## config.mk

```make
export PLATFORM = sky130hd
export DESIGN_NAME = mem_port_arbiter
export DESIGN_NICKNAME = d
export VERILOG_FILES = /design/src/rtl/mem_port_arbiter_pkg.sv /design/src/rtl/mem_port_arbiter_prio.sv /design/src/rtl/mem_port_arbiter.sv
export SDC_FILE = /design/constraint.sdc
export NUM_CORES = 1
export LEC_CHECK = 0
export CORE_MARGIN = 2
export CORE_UTILIZATION = 36
export CTS_CLUSTER_SIZE = 10
export DETAILED_ROUTE_END_ITERATION = 12
export GPL_TIMING_DRIVEN = 0
export PLACE_DENSITY = 0.76
export SLEW_MARGIN = 40
export SYNTH_ARGS = -nofsm -noshare
export SYNTH_HDL_FRONTEND = slang
export SYNTH_SLANG_ARGS = --single-unit
export TNS_END_PERCENT = 20
```

## constraint.sdc

```tcl
create_clock -name clk -period 1.7 [get_ports clk]
set_input_delay 0.34 -clock clk [delete_from_list [all_inputs] [get_ports clk]]
set_output_delay 0.34 -clock clk [all_outputs]
set_load 0.03 [all_outputs]
```

## src/rtl/mem_port_arbiter_pkg.sv

```systemverilog
// Shared types and default widths for the instruction/data memory port arbiter.
// The arbiter serialises fetch and load/store accesses onto one memory port.
package riscv_mem_pkg;

   localparam int DEF_ADDR_W = 32;
   localparam int DEF_DATA_W = 32;

   typedef enum logic [2:0] {
      IDLE,
      GNT_IF,
      GNT_DM,
      RESP_IF,
      RESP_DM
   } arb_state_e;

   typedef enum logic [1:0] {
      GNT_NONE,
      GNT_FETCH,
      GNT_DATA
   } grant_e;

endpackage

```

## src/rtl/mem_port_arbiter_prio.sv

```systemverilog
// Combinational priority pick: data wins unless a waiting fetch has already
// been passed over MAX_DM_STREAK times in a row.
module mem_arb_prio
   import riscv_mem_pkg::*;
#(
   parameter int MAX_DM_STREAK = 2,
   localparam int STREAK_W     = $clog2(MAX_DM_STREAK + 1)
) (
   input  logic                if_req,
   input  logic                dm_req,
   input  logic [STREAK_W-1:0] streak_i,
   output grant_e              grant_o,
   output logic [STREAK_W-1:0] streak_d_o
);

   logic streak_full;

   assign streak_full = (streak_i == STREAK_W'(MAX_DM_STREAK));

   always_comb begin
      grant_o    = GNT_NONE;
      streak_d_o = streak_i;
      if (dm_req && (!if_req || !streak_full)) begin
         grant_o = GNT_DATA;
         // The streak only counts data grants that made a fetch wait.
         if (!if_req)
            streak_d_o = '0;
         else if (!streak_full)
            streak_d_o = streak_i + STREAK_W'(1);
      end else if (if_req) begin
         grant_o    = GNT_FETCH;
         streak_d_o = '0;
      end
   end

endmodule

```

## src/rtl/mem_port_arbiter.sv

```systemverilog
// Single memory port shared by fetch and load/store; one access per 3 cycles
// minimum, with a pipeline stall while either requester is outstanding.
module mem_port_arbiter
   import riscv_mem_pkg::*;
#(
   parameter int ADDR_W        = DEF_ADDR_W,
   parameter int DATA_W        = DEF_DATA_W,
   parameter int MAX_DM_STREAK = 2
) (
   input  logic                clk,
   input  logic                reset,
   input  logic                if_req,
   input  logic [ADDR_W-1:0]   if_addr,
   output logic [DATA_W-1:0]   if_rdata,
   output logic                if_ack,
   input  logic                dm_req,
   input  logic                dm_we,
   input  logic [ADDR_W-1:0]   dm_addr,
   input  logic [DATA_W-1:0]   dm_wdata,
   input  logic [DATA_W/8-1:0] dm_be,
   output logic [DATA_W-1:0]   dm_rdata,
   output logic                dm_ack,
   output logic                mem_req,
   output logic                mem_we,
   output logic [ADDR_W-1:0]   mem_addr,
   output logic [DATA_W-1:0]   mem_wdata,
   output logic [DATA_W/8-1:0] mem_be,
   input  logic [DATA_W-1:0]   mem_rdata,
   input  logic                mem_ready,
   output logic                stall
);

   localparam int BE_W     = DATA_W / 8;
   localparam int STREAK_W = $clog2(MAX_DM_STREAK + 1);

   arb_state_e          state_q;
   grant_e              grant;
   logic [STREAK_W-1:0] streak_q;
   logic [STREAK_W-1:0] streak_d;
   logic                mem_req_q;
   logic                mem_we_q;
   logic [ADDR_W-1:0]   mem_addr_q;
   logic [DATA_W-1:0]   mem_wdata_q;
   logic [BE_W-1:0]     mem_be_q;
   logic [DATA_W-1:0]   if_rdata_q;
   logic [DATA_W-1:0]   dm_rdata_q;
   logic                if_ack_q;
   logic                dm_ack_q;

   mem_arb_prio #(
      .MAX_DM_STREAK (MAX_DM_STREAK)
   ) u_prio (
      .if_req     (if_req),
      .dm_req     (dm_req),
      .streak_i   (streak_q),
      .grant_o    (grant),
      .streak_d_o (streak_d)
   );

   always_ff @(posedge clk) begin
      if (reset) begin
         state_q     <= IDLE;
         streak_q    <= '0;
         mem_req_q   <= 1'b0;
         mem_we_q    <= 1'b0;
         mem_addr_q  <= '0;
         mem_wdata_q <= '0;
         mem_be_q    <= '0;
         if_rdata_q  <= '0;
         dm_rdata_q  <= '0;
         if_ack_q    <= 1'b0;
         dm_ack_q    <= 1'b0;
      end else begin
         if_ack_q <= 1'b0;
         dm_ack_q <= 1'b0;
         case (state_q)
            IDLE: begin
               streak_q <= streak_d;
               case (grant)
                  GNT_FETCH: begin
                     state_q     <= GNT_IF;
                     mem_req_q   <= 1'b1;
                     mem_we_q    <= 1'b0;
                     mem_addr_q  <= if_addr;
                     mem_wdata_q <= '0;
                     mem_be_q    <= '1;
                  end
                  GNT_DATA: begin
                     state_q     <= GNT_DM;
                     mem_req_q   <= 1'b1;
                     mem_we_q    <= dm_we;
                     mem_addr_q  <= dm_addr;
                     mem_wdata_q <= dm_wdata;
                     mem_be_q    <= dm_be;
                  end
                  default: state_q <= IDLE;
               endcase
            end
            GNT_IF: begin
               if (mem_ready) begin
                  state_q    <= RESP_IF;
                  mem_req_q  <= 1'b0;
                  if_rdata_q <= mem_rdata;
                  if_ack_q   <= 1'b1;
               end
            end
            GNT_DM: begin
               if (mem_ready) begin
                  state_q   <= RESP_DM;
                  mem_req_q <= 1'b0;
                  dm_ack_q  <= 1'b1;
                  // Stores complete without disturbing the last load result.
                  if (!mem_we_q)
                     dm_rdata_q <= mem_rdata;
               end
            end
            RESP_IF, RESP_DM: state_q <= IDLE;
            default:          state_q <= IDLE;
         endcase
      end
   end

   assign mem_req   = mem_req_q;
   assign mem_we    = mem_we_q;
   assign mem_addr  = mem_addr_q;
   assign mem_wdata = mem_wdata_q;
   assign mem_be    = mem_be_q;
   assign if_rdata  = if_rdata_q;
   assign dm_rdata  = dm_rdata_q;
   assign if_ack    = if_ack_q;
   assign dm_ack    = dm_ack_q;

   assign stall = !reset && ((if_req && !if_ack_q) || (dm_req && !dm_ack_q));

endmodule

```

==> impl_results.rst, run 1 <==
.. list-table::
   :header-rows: 1

   * - Metric
     - Value
   * - Total track usage
     - 24.3%
   * - Storage element area
     - 2820 sq um
   * - Die area
     - 16400 sq um
   * - Share of the synthesized area in compound gates (AO/OA/AOI/OAI)
     - 28.2%
   * - Type of the most critical hold path
     - flip-flop to flip-flop
   * - Total leakage power
     - 0.00394 uW
   * - Maximum level of the CTS H-tree
     - 4
   * - Number of top-level pins
     - 275
   * - Flop pwr share
     - 37.6%
   * - Top routing layer in use
     - met4
   * - Total placed instance area
     - 8510 sq um
   * - TritonCTS sink count
     - 141
   * - Starting utilization of the core area
     - 36.7%
   * - Number of vias per cell
     - 5.27
   * - Net Sw Power
     - 2770 uW
   * - Via count of the routed design
     - 5962
   * - Worst-path clk slew
     - 60 ps
   * - Die Span X
     - 128 microns
   * - Layout filler cell count
     - 1383
   * - Initial antenna violation count
     - 0
   * - Post-synth ARST share
     - 0%
   * - Longest individual stage delay on the worst path
     - 490 ps
   * - Syn_nets
     - 778
   * - Largest family of logic cells by synthesized area
     - compound AO/OA/AOI/OAI gates
   * - Final number of setup-violating endpoints
     - 0
   * - Worst setup slack after layout
     - 35.8 ps
   * - Highest-count cells in the layout ignoring fill and taps
     - sky130_fd_sc_hd__dfxtp_1 (140), sky130_fd_sc_hd__dlygate4sd2_1 (136), sky130_fd_sc_hd__clkdlybuf4s50_1 (134), sky130_fd_sc_hd__a21oi_1 (100), sky130_fd_sc_hd__nand3_1 (65)
   * - Worst max-slew margin expressed relative to the limit
     - 60.4%
   * - Clock Tree Buf Depth
     - 2
   * - FMAX
     - 0.601 GHz
   * - Number of endpoints with negative hold slack in the final report
     - 0
   * - Critical Path Source Type
     - flip-flop
   * - IO Port Bufs
     - 272
   * - Worst-case clock skew
     - 9.55 ps
   * - Row Count
     - 45
   * - Layout Cell Area excl Fill
     - 9090 sq um
   * - Worst supply voltage drop on vdd
     - 0.706 mV
   * - Prevailing post-synth register cell
     - sky130_fd_sc_hd__dfxtp_1
   * - Total wire length
     - 20100 microns
   * - Worst-Skew Late Latency
     - 420 ps
   * - Share of the yosys chip area belonging to registers
     - 50.8%
   * - Vias in the first global route
     - 5899
   * - Crit path max fanout
     - 10
   * - Synthesized instance count
     - 639
   * - TritonCTS clock tree
     - done
   * - Register-to-Register Setup Slack
     - 40 ps
   * - Yosys cell types
     - 32
   * - Finished Core Util
     - 60.0%
   * - Number of design-rule violations left by the first detailed-router iteration
     - 428
   * - Met1 Wirelength
     - 8270 microns
   * - Number of flip-flops and latches in the synthesized netlist
     - 141
   * - Combinational power share
     - 21.3%
   * - Number of remaining DRC errors
     - 0
   * - Crit-path most repeated cell
     - sky130_fd_sc_hd__buf_6
   * - Share of synthesized area spent on multiplexers
     - 0%
   * - Wire length of the first global-routing pass
     - 31200 microns
   * - Length of routed met3 wiring
     - 1700 microns
   * - # diodes
     - 0
   * - Die Y-Extent
     - 128 microns
   * - Synthesized-area fraction occupied by adder cells
     - 0.225%
   * - Avg Synthesized Cell Area
     - 8.69 sq um
   * - Cell Pwr Density
     - 1070 nW/um^2
   * - Pins Over Slew Limit
     - 0
   * - Largest net degree at the start of global routing
     - 17
   * - Gr ovfl total
     - 0
   * - Max Cap Violations
     - 0
   * - Length of the first detailed-routing pass in iterations
     - 5
   * - Fraction of synthesized cell area in xor and xnor cells
     - 0.158%
   * - Post-Place Setup Slack
     - -911 ps
   * - CP Data Required Time
     - 2040 ps
   * - Layout-stage area growth over the synthesis result
     - 63.7%
   * - Post-detailed-route wirelength per cell
     - 17.8 microns
   * - Met2 layer wire length in the routed design
     - 9740 microns
   * - Placer's final routability congestion estimate
     - 0.791
   * - Worst min-delay path startpoint
     - if_rdata[28]
   * - Unrepaired setup endpoints after global routing
     - true
   * - CTS buffer count
     - 17
   * - Minimum clock period
     - 1660 ps
   * - Number of nets still failing antenna checks after routing
     - 0
   * - Post-route fraction of the period consumed by the critical path
     - 97.9%
   * - Part of the total power dissipated in the clock network
     - 41.1%
   * - Slew at the pin closest to its max-slew limit
     - 593 ps
   * - Start point of the critical path
     - state_q[1]
   * - Switching power as a share of total power
     - 28.5%
   * - Arrival time of the worst setup path
     - 2010 ps
   * - Hpwl dp
     - 14600 microns
   * - Most common library cell in the layout ignoring fill and taps
     - sky130_fd_sc_hd__dfxtp_1
   * - Cell-internal power
     - 6960 uW
   * - Start of the worst register-to-register path
     - state_q[1]
   * - Number of enable-type register cells in the synthesized netlist
     - 0
   * - Sort of element at the end of the critical path
     - flip-flop
   * - Cell breakdown of the critical path
     - buf_6, or3_4, buf_6, or4_1, a21oi_2
   * - Total Nets Final
     - 1071
   * - Synth Cell Area
     - 5550 sq um
   * - Multi-input gate area in the final layout
     - 2330 sq um
   * - Post-synthesis simple-gate area fraction
     - 12.7%
   * - Worst-path cell with the longest stage delay
     - sky130_fd_sc_hd__or4_1
   * - Proportion of layout cells with a drive suffix above 1
     - 12.3%
   * - Master cell of the clock root buffer
     - sky130_fd_sc_hd__clkbuf_16
   * - Status
     - finished, final reports clean
   * - Count of yosys warnings during synthesis
     - 0
   * - Placeable core region
     - 15100 sq um
   * - Kind of critical path
     - flip-flop to flip-flop
timing repair:
| action | in CTS | in global routing |
|---|---|---|
| endpoints found under the setup margin | 257 | 95 |
| pin swaps | 2 | 0 |
| hold buffers | 0 | 0 |
| gates resized for setup | 171 | 29 |
| setup buffers | 4 | 0 |
registers in the layout (all words and copies together), names as in the netlist, 2 cells and up:
signal     count
if_rdata      32
mem_be         4
mem_wdata     32
mem_addr      32
streak_q       2
dm_rdata      32
state_q        3
synth_stat cells (all sizes together), types with 5 or more instances:
cell type / instances / area, sq um
dfxtp: 141 / 2820
a21oi: 101 / 505
o21ai: 67 / 335
nand2: 65 / 244
nand3: 65 / 325
clkbuf: 55 / 206
inv: 38 / 143
o221a: 36 / 405
a41oi: 32 / 280
buf: 14 / 90.1
nor2: 5 / 26.3
area by class of cell:
cell class	instances	area share (%)
Multi-Input combinational cell	391	25.7
Timing Repair Buffer	276	28.4
Buffer	67	3.69
Inverter	38	1.57
Clock inverter	9	1.75
Tap cell	188	2.59
Clock buffer	22	5.22
Sequential cell	141	31.1
critical path, delay by kind of cell (launching register included):
kind | cells | cell delay [ps]
AOI/OAI and AO/OA | 1 | 150
buffers and inverters | 2 | 280
DFF | 1 | 300
and+or+nand+nor | 2 | 860
cells by family after synthesis:
kind of cell / count (synthesis)
AOI/OAI and AO/OA: 241
and+or+nand+nor: 148
xor gates and xnor gates: 1
adders and majority gates: 1
DFF: 141
buffers and inverters: 107
power by group through the flow:
stage	Combinational, uW	Sequential, uW	Clock (uW)
after detailed placement	2170	3740	0
final	2080	3660	4000
after CTS	2070	3660	4070
after global placement	2160	3730	0
after global routing	2220	3680	4210
after floorplan	691	4170	0
per-layer routing:
metal | vias to the layer above | global-route usage (%)
li1 | 2900 | -
met1 | 2797 | 27.9
met2 | 233 | 41.6
met3 | 32 | 9.18
met4 | 0 | 8.08
met5 | - | 0
worst paths after layout:
kind,cells past startpoint,to
worst max-delay path,5,streak_q[0]
worst min-delay path,2,if_rdata[28]
worst max register to register,5,streak_q[0]
worst min register to register,2,if_rdata[28]
metrics by stage:
stage               setup TNS [ps]  hold WS [ps]  power, uW  cells
floorplan                        0           453       4860    639
global placement            -79410           442       5890   1099
detailed placement          -80920           447       5910   1099
CTS                              0           417       9790   1132
global route                 -1170           468      10100   1132
finish                           0           449       9740   1132
No activity file was read; power rests on OpenSTA's default activity.
==> run 2: changes to the inputs <==
--- a/config.mk
+++ b/config.mk
@@ -5,7 +5,6 @@
 export SDC_FILE = /design/constraint.sdc
 export NUM_CORES = 1
 export LEC_CHECK = 0
-export CORE_MARGIN = 2
 export CORE_UTILIZATION = 36
 export CTS_CLUSTER_SIZE = 10
 export DETAILED_ROUTE_END_ITERATION = 12
==> run 2 against run 1 <==
  * Sequential share of layout area hardly changed
  * Cell area about the same
  * Critical path type unchanged
  * Core utilization about the same
  * Sequential power hardly changed
  * Die area is 3.1% lower
  * Critical path depth is 1 higher
  * Count of clock-buffer cells in the layout shrank 1
  * Register-to-register slack gained 20 ps
  * First-iteration DRC count shrank 25%
  * Final cell count unchanged
  * Maximum frequency rose by 0.96%
  * Highest routed layer unchanged
==> impl_results.rst, run 2 (synthesis results as in run 1) <==
.. list-table::
   :header-rows: 1

   * - Metric
     - Value
   * - Status
     - finished, final reports clean
   * - Layout-stage area growth over the synthesis result
     - 63.6%
   * - R2R Path End
     - mem_be[2]
   * - Final-layout worst hold slack
     - 398 ps
   * - Number of remaining DRC errors
     - 0
   * - Worst-case clock skew
     - 7.37 ps
   * - FMAX
     - 0.607 GHz
   * - Length of the first detailed-routing pass in iterations
     - 5
   * - End of the worst hold path
     - mem_addr[5]
   * - Clock Tree Buf Depth
     - 2
   * - Via count of the routed design
     - 5920
   * - CP Data Required Time
     - 2000 ps
   * - Die area
     - 15900 sq um
   * - Number of design-rule violations left by the first detailed-router iteration
     - 323
   * - Post-route fraction of the period consumed by the critical path
     - 97.0%
   * - Worst min-delay path startpoint
     - reset
   * - Master cell of the clock root buffer
     - sky130_fd_sc_hd__clkbuf_16
   * - Post-CTS Hold Buffers
     - 0
   * - Number of vias per cell
     - 5.23
   * - Maximum level of the CTS H-tree
     - 4
   * - # placed instances
     - 1099
   * - Placer's final routability congestion estimate
     - 0.764
   * - Vias in the first global route
     - 5891
   * - Pins Over Slew Limit
     - 0
   * - Total Nets Final
     - 1071
   * - Unrepaired setup endpoints after global routing
     - true
   * - Minimum clock period
     - 1650 ps
   * - Hold Crit Depth
     - 3
   * - Gr ovfl total
     - 0
   * - Worst supply voltage drop on vdd
     - 0.642 mV
   * - Most common library cell in the layout ignoring fill and taps
     - sky130_fd_sc_hd__dfxtp_1
   * - IO Port Bufs
     - 272
   * - Number of endpoints with negative hold slack in the final report
     - 0
   * - Total track usage
     - 25.1%
   * - Length in cells of the worst reg-to-reg path
     - 6
   * - Number of top-level pins
     - 275
   * - Kind of critical path
     - flip-flop to flip-flop
   * - Max Cap Violations
     - 0
   * - Type of the most critical hold path
     - input port to flip-flop
   * - Number of nets still failing antenna checks after routing
     - 0
   * - Register-to-Register Setup Slack
     - 50 ps
   * - Highest-count cells in the layout ignoring fill and taps
     - sky130_fd_sc_hd__dfxtp_1 (140), sky130_fd_sc_hd__dlygate4sd2_1 (135), sky130_fd_sc_hd__clkdlybuf4s50_1 (133), sky130_fd_sc_hd__a21oi_1 (101)
   * - Critical Path Source Type
     - flip-flop
   * - Die Y-Extent
     - 126 microns
   * - TritonCTS sink count
     - 141
   * - Number of cells in the finished layout apart from fillers
     - 1132
   * - Arrival time of the worst setup path
     - 1950 ps
   * - Wire length of the first global-routing pass
     - 31500 microns
   * - Final number of setup-violating endpoints
     - 0
   * - Starting utilization of the core area
     - 36.7%
   * - Total leakage power
     - 0.00394 uW
   * - Proportion of layout cells with a drive suffix above 1
     - 13.0%
   * - # diodes
     - 0
   * - Worst-Skew Late Latency
     - 410 ps
   * - Largest net degree at the start of global routing
     - 17
   * - Worst max-slew margin expressed relative to the limit
     - 63.2%
   * - Hpwl dp
     - 14300 microns
   * - Cell Pwr Density
     - 1020 nW/um^2
   * - Sort of element at the end of the critical path
     - flip-flop
   * - Start of the worst register-to-register path
     - streak_q[0]
   * - Post-detailed-route wirelength per cell
     - 17.5 microns
   * - Placeable core region
     - 15100 sq um
   * - Row Count
     - 45
   * - Crit path max fanout
     - 10
   * - Total wire length
     - 19800 microns
   * - TritonCTS clock tree
     - done
   * - Worst-path clk slew
     - 60 ps
   * - CTS buffer count
     - 17
   * - Initial antenna violation count
     - 0
   * - Slew at the pin closest to its max-slew limit
     - 552 ps
   * - Die Span X
     - 126 microns
[run 2: worst max path at each step]
stage / to / startpoint / cells past startpoint / slack [ps]
finish: mem_be[2] / streak_q[0] / 6 / 50
detailed placement: mem_addr[28] / dm_req / 5 / -910
global placement: mem_addr[27] / dm_req / 5 / -890
CTS: if_rdata[21] / state_q[0] / 6 / -6
floorplan: mem_addr[27] / streak_q[0] / 6 / 20
global route: mem_wdata[7] / state_q[1] / 6 / -50
[run 2: critical path, cell delays in order (launching register included)]
cell	delay (ps)
sky130_fd_sc_hd__dfxtp_1	340
sky130_fd_sc_hd__inv_1	50
sky130_fd_sc_hd__ha_1	230
sky130_fd_sc_hd__a21boi_4	290
sky130_fd_sc_hd__nand2_4	180
sky130_fd_sc_hd__buf_6	190
sky130_fd_sc_hd__o221a_2	270
[run 2: where the power goes]
| part | internal, uW | switching [uW] |
|---|---|---|
| registers | 3540 | 113 |
| logic | 863 | 1230 |
| clock network | 2080 | 1420 |
| total | 6490 | 2770 |
[run 2: repair_timing]
action,CTS,global route
hold endpoints to repair,0,0
setup endpoints to repair,264,126
pin swaps,2,2
buffers inserted,2,0
gates resized for setup,177,48
[run 2: metrics by stage]
stage                     util (%)  total power, uW  setup TNS [ps]  setup WS, ps  area, sq um
after global routing          60.0             9660            -933         -48.9         9080
after detailed placement      56.2             5910          -81160          -908         8510
final                         60.0             9250               0          51.6         9080
after CTS                     59.4             9290           -13.1         -6.28         8990
after floorplan                  -             4860               0          23.1         5550
after global placement        56.2             5890          -79250          -893         8510
[run 2: cell type report]
class                   count  area (sq um)
clock inverters            10          90.1
repair buffers            274          2570
plain buffers              69           379
clock buffers              21           460
multi-input cells         391          2380
fillers                  1424          6060
inverters                  38           143
well taps                 188           235
flip-flops and latches    141          2820
[run 2: metal layers]
metal  GRT usage (%)  vias to the layer above  share of wire, %  routed length (microns)
met1            28.2                     2780                41                     8110
met4            7.94                        0               1.4                      282
li1                -                     2890                 -                        -
met5               0                        -                 0                        0
met3            9.26                       21               8.6                     1700
met2            44.1                      229                49                     9730
==> run 3: changes to the inputs <==
--- a/config.mk
+++ b/config.mk
@@ -6,6 +6,7 @@
 export NUM_CORES = 1
 export LEC_CHECK = 0
 export CORE_UTILIZATION = 36
+export CTS_BUF_LIST = sky130_fd_sc_hd__clkbuf_16
 export CTS_CLUSTER_SIZE = 10
 export DETAILED_ROUTE_END_ITERATION = 12
 export GPL_TIMING_DRIVEN = 0
==> run 3 against run 2 <==
  * Cell area hardly changed
  * Non-clock buffer count stayed put
  * Register-to-register slack hardly changed
  * Global-route usage hardly changed
  * Clock power is 3% lower
  * Combinational power hardly changed
  * Sequential share of layout area hardly changed
  * Hold slack better by 0.90 ps
==> impl_results.rst, run 3 (synthesis results as in run 1) <==
.. list-table::
   :header-rows: 1

   * - Metric
     - Value
   * - Post-detailed-route wirelength per cell
     - 17.5 microns
   * - Storage element area
     - 2820 sq um
   * - Master cell of the clock root buffer
     - sky130_fd_sc_hd__clkbuf_16
   * - Hpwl dp
     - 14300 microns
   * - Via count of the routed design
     - 5914
   * - IO Port Bufs
     - 272
   * - Placer's final routability congestion estimate
     - 0.764
   * - TritonCTS clock tree
     - done
   * - Cell Pwr Density
     - 1010 nW/um^2
   * - Arrival time of the worst setup path
     - 1980 ps
   * - Starting utilization of the core area
     - 36.7%
   * - Kind of critical path
     - flip-flop to flip-flop
   * - Pins Over Slew Limit
     - 0
   * - Number of nets still failing antenna checks after routing
     - 0
   * - Layout Cell Area excl Fill
     - 9070 sq um
   * - Die area
     - 15900 sq um
   * - Critical Path Source Type
     - flip-flop
   * - Layout-stage area growth over the synthesis result
     - 63.5%
   * - Worst supply voltage drop on vdd
     - 0.644 mV
   * - Max Cap Violations
     - 0
   * - Number of cells in the finished layout apart from fillers
     - 1132
   * - Highest-count cells in the layout ignoring fill and taps
     - sky130_fd_sc_hd__dfxtp_1 (140), sky130_fd_sc_hd__dlygate4sd2_1 (135), sky130_fd_sc_hd__clkdlybuf4s50_1 (133), sky130_fd_sc_hd__a21oi_1 (101), sky130_fd_sc_hd__nand3_1 (65)
   * - FMAX
     - 0.607 GHz
   * - Final number of setup-violating endpoints
     - 0
   * - Total Nets Final
     - 1071
   * - Die Y-Extent
     - 126 microns
   * - Total placed instance area
     - 8510 sq um
   * - # diodes
     - 0
   * - Worst-Skew Late Latency
     - 410 ps
   * - CP Data Required Time
     - 2040 ps
   * - Length of the first detailed-routing pass in iterations
     - 5
   * - TritonCTS sink count
     - 141
   * - Number of top-level pins
     - 275
   * - CTS buffer count
     - 17
   * - Sort of element at the end of the critical path
     - flip-flop
   * - Largest net degree at the start of global routing
     - 17
   * - Placeable core region
     - 15100 sq um
   * - Number of endpoints with negative hold slack in the final report
     - 0
   * - Clock Tree Buf Depth
     - 2
   * - Vias in the first global route
     - 5889
   * - Maximum level of the CTS H-tree
     - 4
   * - Layout filler cell count
     - 1418
   * - Most common library cell in the layout ignoring fill and taps
     - sky130_fd_sc_hd__dfxtp_1
   * - Total track usage
     - 25.1%
   * - Type of the most critical hold path
     - input port to flip-flop
   * - Slew at the pin closest to its max-slew limit
     - 557 ps
   * - Total wire length
     - 19800 microns
   * - Unrepaired setup endpoints after global routing
     - true
   * - Register-to-Register Setup Slack
     - 50 ps
   * - Row Count
     - 45
   * - Post-CTS Hold Buffers
     - 0
   * - Initial antenna violation count
     - 0
   * - Worst-path clk slew
     - 60 ps
   * - Minimum clock period
     - 1650 ps
   * - Crit path max fanout
     - 10
   * - Multi-input gate area in the final layout
     - 2390 sq um
   * - Number of remaining DRC errors
     - 0
   * - # placed instances
     - 1099
   * - Wire length of the first global-routing pass
     - 31400 microns
   * - Post-route fraction of the period consumed by the critical path
     - 96.9%
   * - Number of design-rule violations left by the first detailed-router iteration
     - 328
   * - Worst-case clock skew
     - 6.99 ps
   * - Total leakage power
     - 0.00394 uW
   * - Worst max-slew margin expressed relative to the limit
     - 62.9%
   * - Status
     - finished, final reports clean
   * - Gr ovfl total
     - 0
   * - Die Span X
     - 126 microns
   * - Proportion of layout cells with a drive suffix above 1
     - 12.8%
   * - Number of vias per cell
     - 5.22
## run 3: cell types whose count changed in the layout (fill, tap and decap cells not counted), sizes merged
cell / delta
clkinv: +2
inv: +2
clkbuf: -4
## run 3: worst max-delay path, cell delays in order, from the launching register on
cell	delay, ps
sky130_fd_sc_hd__dfxtp_1	300
sky130_fd_sc_hd__buf_6	140
sky130_fd_sc_hd__or3_4	380
sky130_fd_sc_hd__buf_6	150
sky130_fd_sc_hd__or4_1	480
sky130_fd_sc_hd__a21oi_1	130
## run 3: path summary, 6_finish.rpt
check	startpoint	endpoint	cells past startpoint
worst max-delay path	state_q[1]	streak_q[1]	5
worst min-delay path	reset	mem_addr[5]	3
worst max register to register	state_q[1]	streak_q[1]	5
worst min register to register	if_rdata[0]	if_rdata[0]	2
## run 3: repair_timing
item	in CTS	in global routing
pin swaps	2	2
endpoints found under the setup margin	259	126
resized for setup	177	50
hold endpoints to repair	0	0
setup buffers	2	0
## run 3: cell type report
class	count	area share, %
Sequential cell	141	31.1
Timing Repair Buffer	274	28.3
Multi-Input combinational cell	391	26.3
Clock buffer	17	4.69
Buffer	69	4.18
Tap cell	188	2.59
Inverter	38	1.57
Clock inverter	14	1.16
## run 3: through the flow
stage | utilization (%) | setup TNS (ps) | hold slack [ps] | worst slack [ps] | power [uW]
global route | 59.9 | -968 | 394 | -53.2 | 9560
CTS | 59.2 | -12.6 | 398 | -6.10 | 9190
global placement | 56.2 | -79250 | 441 | -893 | 5890
detailed placement | 56.2 | -81160 | 447 | -908 | 5910
floorplan | - | 0 | 453 | 23.1 | 4860
finish | 59.9 | 0 | 399 | 53.4 | 9150
## run 3: routing by layer
layer	global-route usage (%)	wire length, microns
met3	9.26	1690
met4	7.94	287
met2	43.9	9660
met5	0	0
met1	28.2	8180
## run 3: where the power goes
| part | internal, uW | switching [uW] |
|---|---|---|
| registers | 3540 | 114 |
| logic | 866 | 1240 |
| clock network | 1980 | 1410 |
